[src/rtl/regfile_mp_if.sv]
// Register file bus: decode-side read/reserve/flush and writeback-side write.
// Ports:
//   slave  - register file side (receives write/read/reserve, drives data/busy)
//   master - pipeline side (drives write/read/reserve, receives data/busy)
interface regfile_mp_if #(
    parameter int DATA_W = 32,
    parameter int ADDR_W = 5
) ();
    logic              RegWrite;
    logic [ADDR_W-1:0] WriteReg;
    logic [DATA_W-1:0] WriteData;
    logic [ADDR_W-1:0] ReadReg1;
    logic [ADDR_W-1:0] ReadReg2;
    logic [DATA_W-1:0] ReadData1;
    logic [DATA_W-1:0] ReadData2;
    logic              Reserve;
    logic [ADDR_W-1:0] ReserveReg;
    logic              Flush;
    logic              Busy1;
    logic              Busy2;

    modport slave (
        input  RegWrite, WriteReg, WriteData, ReadReg1, ReadReg2,
        input  Reserve, ReserveReg, Flush,
        output ReadData1, ReadData2, Busy1, Busy2
    );

    modport master (
        output RegWrite, WriteReg, WriteData, ReadReg1, ReadReg2,
        output Reserve, ReserveReg, Flush,
        input  ReadData1, ReadData2, Busy1, Busy2
    );
endinterface

[src/rtl/regfile_mp.sv]
// Multi-port register file with busy scoreboard.
// One write port (writeback), two read ports (decode), one reserve port and
// a flush that clears every busy bit. Optional hardwired zero register,
// write-to-read bypass and registered (1-cycle) read outputs.
// Ports:
//   Clk    - clock, all state updates on rising edge
//   Rst_n  - asynchronous active-low clear of registers, busy bits, outputs
//   bus    - regfile_mp_if.slave carrying write/read/reserve/flush signals
module regfile_mp #(
    parameter int DATA_W    = 32,
    parameter int ADDR_W    = 5,
    parameter int DEPTH     = 32,
    parameter int ZERO_REG  = 1,
    parameter int BYPASS    = 1,
    parameter int SYNC_READ = 0
) (
    input  logic         Clk,
    input  logic         Rst_n,
    regfile_mp_if.slave  bus
);

    logic [DATA_W-1:0] regs_q [DEPTH];
    logic [DEPTH-1:0]  busy_q;
    logic [DEPTH-1:0]  busy_d;

    logic              wr_ok_s;
    logic              rsv_ok_s;
    logic [DATA_W-1:0] rd1_s;
    logic [DATA_W-1:0] rd2_s;
    logic              bz1_s;
    logic              bz2_s;

    // Address is usable when inside DEPTH and not the hardwired zero register.
    function automatic logic addr_valid(input logic [ADDR_W-1:0] a);
        logic ok;
        ok = (int'(a) < DEPTH);
        if ((ZERO_REG != 0) && (a == '0)) begin
            ok = 1'b0;
        end else begin
            ok = ok;
        end
        return ok;
    endfunction

    // Read value for one port: zero for invalid, bypass, else stored word.
    function automatic logic [DATA_W-1:0] rd_val(input logic [ADDR_W-1:0] a);
        logic [DATA_W-1:0] v;
        v = '0;
        if (!addr_valid(a)) begin
            v = '0;
        end else if ((BYPASS != 0) && bus.RegWrite && (bus.WriteReg == a)) begin
            v = bus.WriteData;
        end else begin
            for (int i = 0; i < DEPTH; i++) begin
                v = (int'(a) == i) ? regs_q[i] : v;
            end
        end
        return v;
    endfunction

    // Busy for one port: a bypassed write hides the stale busy bit unless the
    // same register is being re-reserved on this edge.
    function automatic logic bz_val(input logic [ADDR_W-1:0] a);
        logic b;
        b = 1'b0;
        if (!addr_valid(a)) begin
            b = 1'b0;
        end else if ((BYPASS != 0) && bus.RegWrite && (bus.WriteReg == a) &&
                     !(rsv_ok_s && (bus.ReserveReg == a))) begin
            b = 1'b0;
        end else begin
            for (int i = 0; i < DEPTH; i++) begin
                b = (int'(a) == i) ? busy_q[i] : b;
            end
        end
        return b;
    endfunction

    // Qualified write/reserve strobes; flush drops any reserve in its cycle.
    always_comb begin
        wr_ok_s  = bus.RegWrite && addr_valid(bus.WriteReg);
        rsv_ok_s = bus.Reserve && !bus.Flush && addr_valid(bus.ReserveReg);
    end

    // Busy next state: reserve beats write-release beats flush/hold.
    always_comb begin
        busy_d = '0;
        for (int i = 0; i < DEPTH; i++) begin
            busy_d[i] = (rsv_ok_s && (int'(bus.ReserveReg) == i)) ? 1'b1 :
                        (wr_ok_s && (int'(bus.WriteReg) == i))    ? 1'b0 :
                        bus.Flush                                  ? 1'b0 :
                                                                     busy_q[i];
        end
    end

    // Register array and busy scoreboard storage.
    always_ff @(posedge Clk or negedge Rst_n) begin
        if (!Rst_n) begin
            for (int i = 0; i < DEPTH; i++) begin
                regs_q[i] <= '0;
            end
            busy_q <= '0;
        end else begin
            for (int i = 0; i < DEPTH; i++) begin
                if (wr_ok_s && (int'(bus.WriteReg) == i)) begin
                    regs_q[i] <= bus.WriteData;
                end else begin
                    regs_q[i] <= regs_q[i];
                end
            end
            busy_q <= busy_d;
        end
    end

    // Per-port read data and busy status before optional output register.
    always_comb begin
        rd1_s = rd_val(bus.ReadReg1);
        rd2_s = rd_val(bus.ReadReg2);
        bz1_s = bz_val(bus.ReadReg1);
        bz2_s = bz_val(bus.ReadReg2);
    end

    generate
        if (SYNC_READ != 0) begin : g_sync_read
            logic [DATA_W-1:0] rd1_q;
            logic [DATA_W-1:0] rd2_q;
            logic              bz1_q;
            logic              bz2_q;

            // Registered read outputs, one cycle after the address.
            always_ff @(posedge Clk or negedge Rst_n) begin
                if (!Rst_n) begin
                    rd1_q <= '0;
                    rd2_q <= '0;
                    bz1_q <= 1'b0;
                    bz2_q <= 1'b0;
                end else begin
                    rd1_q <= rd1_s;
                    rd2_q <= rd2_s;
                    bz1_q <= bz1_s;
                    bz2_q <= bz2_s;
                end
            end

            assign bus.ReadData1 = rd1_q;
            assign bus.ReadData2 = rd2_q;
            assign bus.Busy1     = bz1_q;
            assign bus.Busy2     = bz2_q;
        end else begin : g_comb_read
            assign bus.ReadData1 = rd1_s;
            assign bus.ReadData2 = rd2_s;
            assign bus.Busy1     = bz1_s;
            assign bus.Busy2     = bz2_s;
        end
    endgenerate

endmodule

[src/flat_wrapper.sv]
// flat-port wrapper written by rule: the top's interface ports become plain ports
module regfile_mp_flat 
#(
    parameter int DATA_W    = 32,
    parameter int ADDR_W    = 5,
    parameter int DEPTH     = 32,
    parameter int ZERO_REG  = 1,
    parameter int BYPASS    = 1,
    parameter int SYNC_READ = 0
)
  (Clk, Rst_n, bus_RegWrite, bus_WriteReg, bus_WriteData, bus_ReadReg1, bus_ReadReg2, bus_Reserve, bus_ReserveReg, bus_Flush, bus_ReadData1, bus_ReadData2, bus_Busy1, bus_Busy2);
  regfile_mp_if #(.DATA_W(DATA_W), .ADDR_W(ADDR_W)) bus_i ();
  input  logic Clk;
  input  logic Rst_n;
  input wire logic [$bits(bus_i.RegWrite)-1:0] bus_RegWrite;
  input wire logic [$bits(bus_i.WriteReg)-1:0] bus_WriteReg;
  input wire logic [$bits(bus_i.WriteData)-1:0] bus_WriteData;
  input wire logic [$bits(bus_i.ReadReg1)-1:0] bus_ReadReg1;
  input wire logic [$bits(bus_i.ReadReg2)-1:0] bus_ReadReg2;
  input wire logic [$bits(bus_i.Reserve)-1:0] bus_Reserve;
  input wire logic [$bits(bus_i.ReserveReg)-1:0] bus_ReserveReg;
  input wire logic [$bits(bus_i.Flush)-1:0] bus_Flush;
  output wire logic [$bits(bus_i.ReadData1)-1:0] bus_ReadData1;
  output wire logic [$bits(bus_i.ReadData2)-1:0] bus_ReadData2;
  output wire logic [$bits(bus_i.Busy1)-1:0] bus_Busy1;
  output wire logic [$bits(bus_i.Busy2)-1:0] bus_Busy2;
  assign bus_i.RegWrite = bus_RegWrite;
  assign bus_i.WriteReg = bus_WriteReg;
  assign bus_i.WriteData = bus_WriteData;
  assign bus_i.ReadReg1 = bus_ReadReg1;
  assign bus_i.ReadReg2 = bus_ReadReg2;
  assign bus_i.Reserve = bus_Reserve;
  assign bus_i.ReserveReg = bus_ReserveReg;
  assign bus_i.Flush = bus_Flush;
  assign bus_ReadData1 = bus_i.ReadData1;
  assign bus_ReadData2 = bus_i.ReadData2;
  assign bus_Busy1 = bus_i.Busy1;
  assign bus_Busy2 = bus_i.Busy2;
  regfile_mp #(.DATA_W(DATA_W), .ADDR_W(ADDR_W), .DEPTH(DEPTH), .ZERO_REG(ZERO_REG), .BYPASS(BYPASS), .SYNC_READ(SYNC_READ)) u_core (.Clk(Clk), .Rst_n(Rst_n), .bus(bus_i));
endmodule
[config.mk]
export PLATFORM = sky130hd
export DESIGN_NAME = regfile_mp_flat
export DESIGN_NICKNAME = d
export VERILOG_FILES = /design/src/rtl/regfile_mp_if.sv /design/src/rtl/regfile_mp.sv /design/src/flat_wrapper.sv
export SDC_FILE = /design/constraint.sdc
export NUM_CORES = 2
export LEC_CHECK = 0
export CAP_MARGIN = 0
export CORE_MARGIN = 1.5
export CORE_UTILIZATION = 25
export DETAILED_ROUTE_END_ITERATION = 12
export MAX_ROUTING_LAYER = met4
export SETUP_SLACK_MARGIN = 0.15
export SYNTH_ARGS = -nofsm -noshare
export SYNTH_HDL_FRONTEND = slang
export SYNTH_SLANG_ARGS = --single-unit
[constraint.sdc]
create_clock -name Clk -period 3.6 [get_ports Clk]
set_input_delay 0.72 -clock Clk [delete_from_list [all_inputs] [get_ports Clk]]
set_output_delay 0.72 -clock Clk [all_outputs]
set_load 0.02 [all_outputs]
== Yosys cells after proc, flatten, opt, wreduce, memory -nomap -nowiden ==
Index checks and enable logic that the tools add are counted.

* Input port bits: 57
* Register bits after elaboration: 1,056
* Output and inout port bits: 66
* Word-level logic and storage cells: 511

* Reductions and logical operators: 116
* Equality and inequality tests: 128
* Muxes and demuxes: 203

{| class="wikitable"
|+ Operator list
! cell !! count
|-
| 2-to-1 mux 32 bit || 68
|-
| == test 5 bit, second input constant || 64
|-
| == test 5 x 4 -> 1 bit, second input constant || 32
|-
| 2-to-1 mux 1 bit || 135
|-
| nonzero test 3 bit || 32
|-
| == test 5 x 3 -> 1 bit, second input constant || 16
|-
| logical AND 1 bit || 73
|-
| == test 5 x 2 -> 1 bit, second input constant || 8
|-
| logical NOT 5 bit || 8
|-
| == test 5 x 1 -> 1 bit, second input constant || 4
|-
| == test 5 bit || 4
|-
| logical NOT 1 bit || 3
|}

== Depth between registers and ports, before layout ==
* Depth in word-level cells: 35
* Depth in mapped cells: 13
* Depth with buffers taken out: 8

== Worst setup path after synthesis ==
No wires, ideal clock.

* Path kind: in2out
* From: input bus_ReadReg1[1]
* To: output bus_ReadData1[3]
* Slack: -14 ps
* Cell stages on the path: 9
* Buffers on the path: 3
* Arrival time: 2,894 ps
* Data required time: 2,880 ps
* Cells stage by stage: buf_4 or2_1 buf_2 nor2_2 clkbuf_1 a22oi_1 nand4_1 nor3_1 a2111oi_1

* Longest elaborated chain between the ends: 35
* Elaborated cells between the ends (all ways): 69
* Those cells by class: 32 x eq/ne; 34 x mux; 3 x reduce/logical

{| class="wikitable"
|+ RTL lines
! what !! RTL line !! text
|-
| start: declaration || flat_wrapper.sv:18 || <nowiki>input wire logic [$bits(bus_i.ReadReg1)-1:0] bus_ReadReg1;</nowiki>
|-
| logical NOT 5 bit || regfile_mp.sv:55 || <nowiki>v = (int'(a) == i) ? regs_q[i] : v;</nowiki>
|-
| 2-to-1 mux 32 bit (32 in series) || regfile_mp.sv:55 ||
|-
| 2-to-1 mux 32 bit || regfile_mp.sv:51 || <nowiki>end else if ((BYPASS != 0) && bus.RegWrite && (bus.WriteReg == a)) begin</nowiki>
|-
| 2-to-1 mux 32 bit (*) || regfile_mp.sv:49 || <nowiki>if (!addr_valid(a)) begin</nowiki>
|-
| end: declaration || flat_wrapper.sv:23 || <nowiki>output wire logic [$bits(bus_i.ReadData1)-1:0] bus_ReadData1;</nowiki>
|}

Mark *: on every way between the ends. The rest lies on a longest branch, timed or not.

== Final worst setup path ==
* From: input bus_ReadReg2[3]
* To: output bus_ReadData2[13]

* Longest elaborated chain between the ends: 35
* Elaborated cells between the ends (all ways): 69
* Those cells by class: 32 x eq/ne; 34 x mux; 3 x reduce/logical

{| class="wikitable"
|+ RTL lines
! what !! RTL line !! text
|-
| start: declaration || flat_wrapper.sv:19 || <nowiki>input wire logic [$bits(bus_i.ReadReg2)-1:0] bus_ReadReg2;</nowiki>
|-
| logical NOT 5 bit || regfile_mp.sv:55 ||
|-
| 2-to-1 mux 32 bit (32 in series) || regfile_mp.sv:55 ||
|-
| 2-to-1 mux 32 bit || regfile_mp.sv:51 ||
|-
| 2-to-1 mux 32 bit (*) || regfile_mp.sv:49 ||
|-
| end: declaration || flat_wrapper.sv:24 || <nowiki>output wire logic [$bits(bus_i.ReadData2)-1:0] bus_ReadData2;</nowiki>
|}

Marks and branches as above.

==> flow_summary.toml <==
[cells_and_area]
seq_area_sq_um = 26400
area_growth_pct = 54.4
fillers = 22500
fin_nets = 7047
drive_gt1_share_pct = 55.1
fin_area_sq_um = 88900
multi_input_area_sq_um = 33500
post-route-util_pct = 39.0

[setup_path]
startpoint_type = "input pin"
r2r_start = "u_core.regs_q[482]"
endpoint_kind = "primary output"
cp.arrival_ns = 3.42
rr_endpoint = "u_core.regs_q[482]"
path_max_fanout = 6
rr_worst_depth = 2
path_cells = "clkbuf_16 > or3b_4 > buf_4 > nor2_2 > buf_6 > a22oi_2 > and3_1 > nand2_1 > o211ai_1 > and3_4 > o32ai_4 > buf_6"
slowest_stage = "or3b_4"
path_common_cell = "buf_6"
reg2reg_slack_ns = 2.54
critPathMaxStageDelay_ns = 0.43
cp_data_required_time_ns = 2.88
path_class = "input pin to primary output"

[placement]
gp_congestion = 1.08
place_area_sq_um = 73200
dpl.hpwl_um = 334000
portBuffers = 122

[worst_hold_path]
holdCritStartpoint = "u_core.regs_q[994]"
holdPathStages = 0
whs_endpoint = "u_core.regs_q[994]"
hold_class = "flip-flop to flip-flop"

[synthesis]
yosys_most_used_dff = "dfrtp_1"
synth_edf_count = 0
synth_area_sq_um = 57600
synth_area_leaders = "dfrtp_1 46%, mux2_2 20%, a22oi_1 5.4%, a21oi_1 2.9%, o21ai_0 2.4%"
synth_cells = 5440
ys_seq_area_share_pct = 45.9
synth_top_area_share_pct = 45.9
yosysWarnings = 0
synth.most_common_cell = "dfrtp_1"
synth_common_cells = "1056 x dfrtp_1, 1000 x mux2_2, 415 x a22oi_1"
synth.distinct_cells = 94
avgSynthCellArea_sq_um = 10.6
synth_top_cell_by_area = "dfrtp_1"
synth-seq-cells = 1056
ys_async_sr_fraction_pct = 100
syn_nets = 5497

[sta]
max_freq_mhz = 242
hold_violations = 0
fin_ws_ns = -0.537
skew_ns = 0
tightest_slew_ns = 0.967
post-route-period-util_pct = 115
relSlewSlack_pct = 35.5
finalSetupViolations = 66
rsz0062_at_grt = "true"
final_max_slew_viol_count = 0
period_minus_slack_ns = 4.14

[routing]
wire_per_inst_um = 44.1
wl_met1_um = 176000
viasPerCell = 6.23
vias = 63100
initialDrtViolationCount = 10200
antenna_left = 0
drc = 0
wl_met2_um = 188000
highest_layer = "met4"
wl_met3_um = 45800
wl_um = 447000
drtPass1Iterations = 8

[power_and_ir_drop]
p_total_mw = 40.1
peakVddDrop_uv = 451
power_leakage_nw = 38.5
powerDensity_nw_per_um2 = 451

[global_routing]
antenna_found_initial = 34
grt_overflow = 0
grt_pass1_wl_um = 581000
grt_max_degree = 80
grt.total_usage_pct = 38.5
first_global_vias = 60200

[flow_run]
maxCapViolations = 0

[clocking]
cts_tree = "built"
clockBufferDepth = 3
clkSinkCount = 1056
root_buffer = "clkbuf_16"
htreeDepth = 4
clock_latency_ns = 0.82
clkTransAtPathRegs_ns = 0.06
numCtsBuffers = 131

[floorplanning]
core_area_sq_um = 228000
die_w_um = 483
io_pins = 123
die_height_um = 483
rows = 175
start_util_pct = 25.2
die_area_sq_um = 233000

[run_status]
violations = "setup timing"
status = "finished, violations left"
-- final cells by class --
class	count	share of cell area (%)
inverters	33	0.144
flip-flops and latches	1056	29.7
well taps	3009	4.24
clock inverters	52	0.707
diodes	32	0.0901
multi-input cells	3805	37.7
repair buffers	1963	23.2
clock buffers	176	4.22
-- cells in the final DEF, fill, tap and decap left out, types with 24 or more instances in the layout --
cell             Yosys  layout
buf_4               30    1219
dfrtp_1           1056    1054
mux2_2            1000    1000
a22oi_1            415     330
buf_6                9     300
buf_12               0     293
nand2_1            316     262
a21oi_1            334     260
o21ai_0            279     215
nor2_1             302     202
clkbuf_16            0     135
nor2_4               2      92
buf_8                3      88
a22oi_2              0      85
nand3_1             98      72
a221oi_1           108      62
a21oi_2              0      59
o22ai_1             78      54
mux2i_1             56      53
nand2_2              4      46
nor3_1              87      43
nand4_1             43      43
o211ai_1            40      40
clkdlybuf4s50_1      0      40
a221oi_2             0      37
a222oi_1            37      37
nor2_2              26      36
o21ai_1              7      35
diode_2              0      32
clkbuf_8             0      31
nor3_2               1      30
inv_1               30      28
o21ai_2              0      25
a21o_1              26      24
a211oi_2             0      24
-- stage by stage --
| stage | hold WS, ns | setup TNS [ns] | cells | setup slack, ns |
|---|---|---|---|---|
| 6_report | 0.401 | -23.68 | 10100 | -0.537 |
| 5_1_grt | 0.414 | -24.29 | 10100 | -0.584 |
| 4_1_cts | 0.404 | -21.65 | 9948 | -0.520 |
| 3_5_place_dp | 0.390 | -79.73 | 9429 | -1.95 |
| 3_3_place_gp | 0.390 | -81.23 | 9429 | -1.95 |
| 2_1_floorplan | 0.424 | 0 | 5440 | 0.198 |
-- worst max path at each step --
stage	from	endpoint	slack, ns	depth (start not counted)
after floorplan	bus_ReadReg2[4]	bus_ReadData2[13]	0.20	10
after CTS	bus_ReadReg2[1]	bus_ReadData2[26]	-0.52	17
after global routing	bus_ReadReg2[4]	bus_ReadData2[26]	-0.58	17
final	bus_ReadReg2[3]	bus_ReadData2[13]	-0.54	12
after detailed placement	bus_ReadReg2[3]	bus_ReadData2[25]	-1.95	14
after global placement	bus_ReadReg2[3]	bus_ReadData2[25]	-1.95	14
-- report_power, final --
group          switching, mW  internal [mW]  leakage (nW)
logic                   4.73           4.37          22.8
clock network           6.06           7.87          2.15
registers               2.99           14.1          13.6
-- cells by family after synthesis --
group	Yosys count	share of synthesized area (%)
AOI/OAI and AO/OA	1644	19.5
buffers and inverters	579	4.48
xor gates and xnor gates	20	0.304
muxes	1062	20.8
DFF	1056	45.9
and+or+nand+nor	1079	9.03
-- metal layers --
metal  track usage, %  vias to the layer above
met5                -                        -
met2             54.8                     4846
li1                 -                    23900
met1             48.4                    33000
met3             9.00                     1413
met4             25.3                        0
-- flip-flops by register name, indices dropped and copies added, names as in the netlist --
| register | flops |
|---|---|
| u_core.regs_q | 1024 |
| u_core.busy_q | 32 |
-- worst max-delay path, delay by kind of cell --
family / cells / cell delay (ns)
buffers and inverters: 4 / 0.71
AND/OR/NAND/NOR: 5 / 1.22
AO/OA/AOI/OAI: 3 / 0.73
-- timing repair --
| item | 4_1_cts | 5_1_grt |
|---|---|---|
| pin swaps | 346 | 274 |
| hold buffers | 1 | 0 |
| cloned | 4 | 3 |
| gates resized for setup | 1401 | 389 |
| setup buffers | 287 | 143 |
| hold endpoints to repair | 29 | 0 |
| setup endpoints to repair | 66 | 66 |
Note: power is estimated with default switching activity, not from simulation.
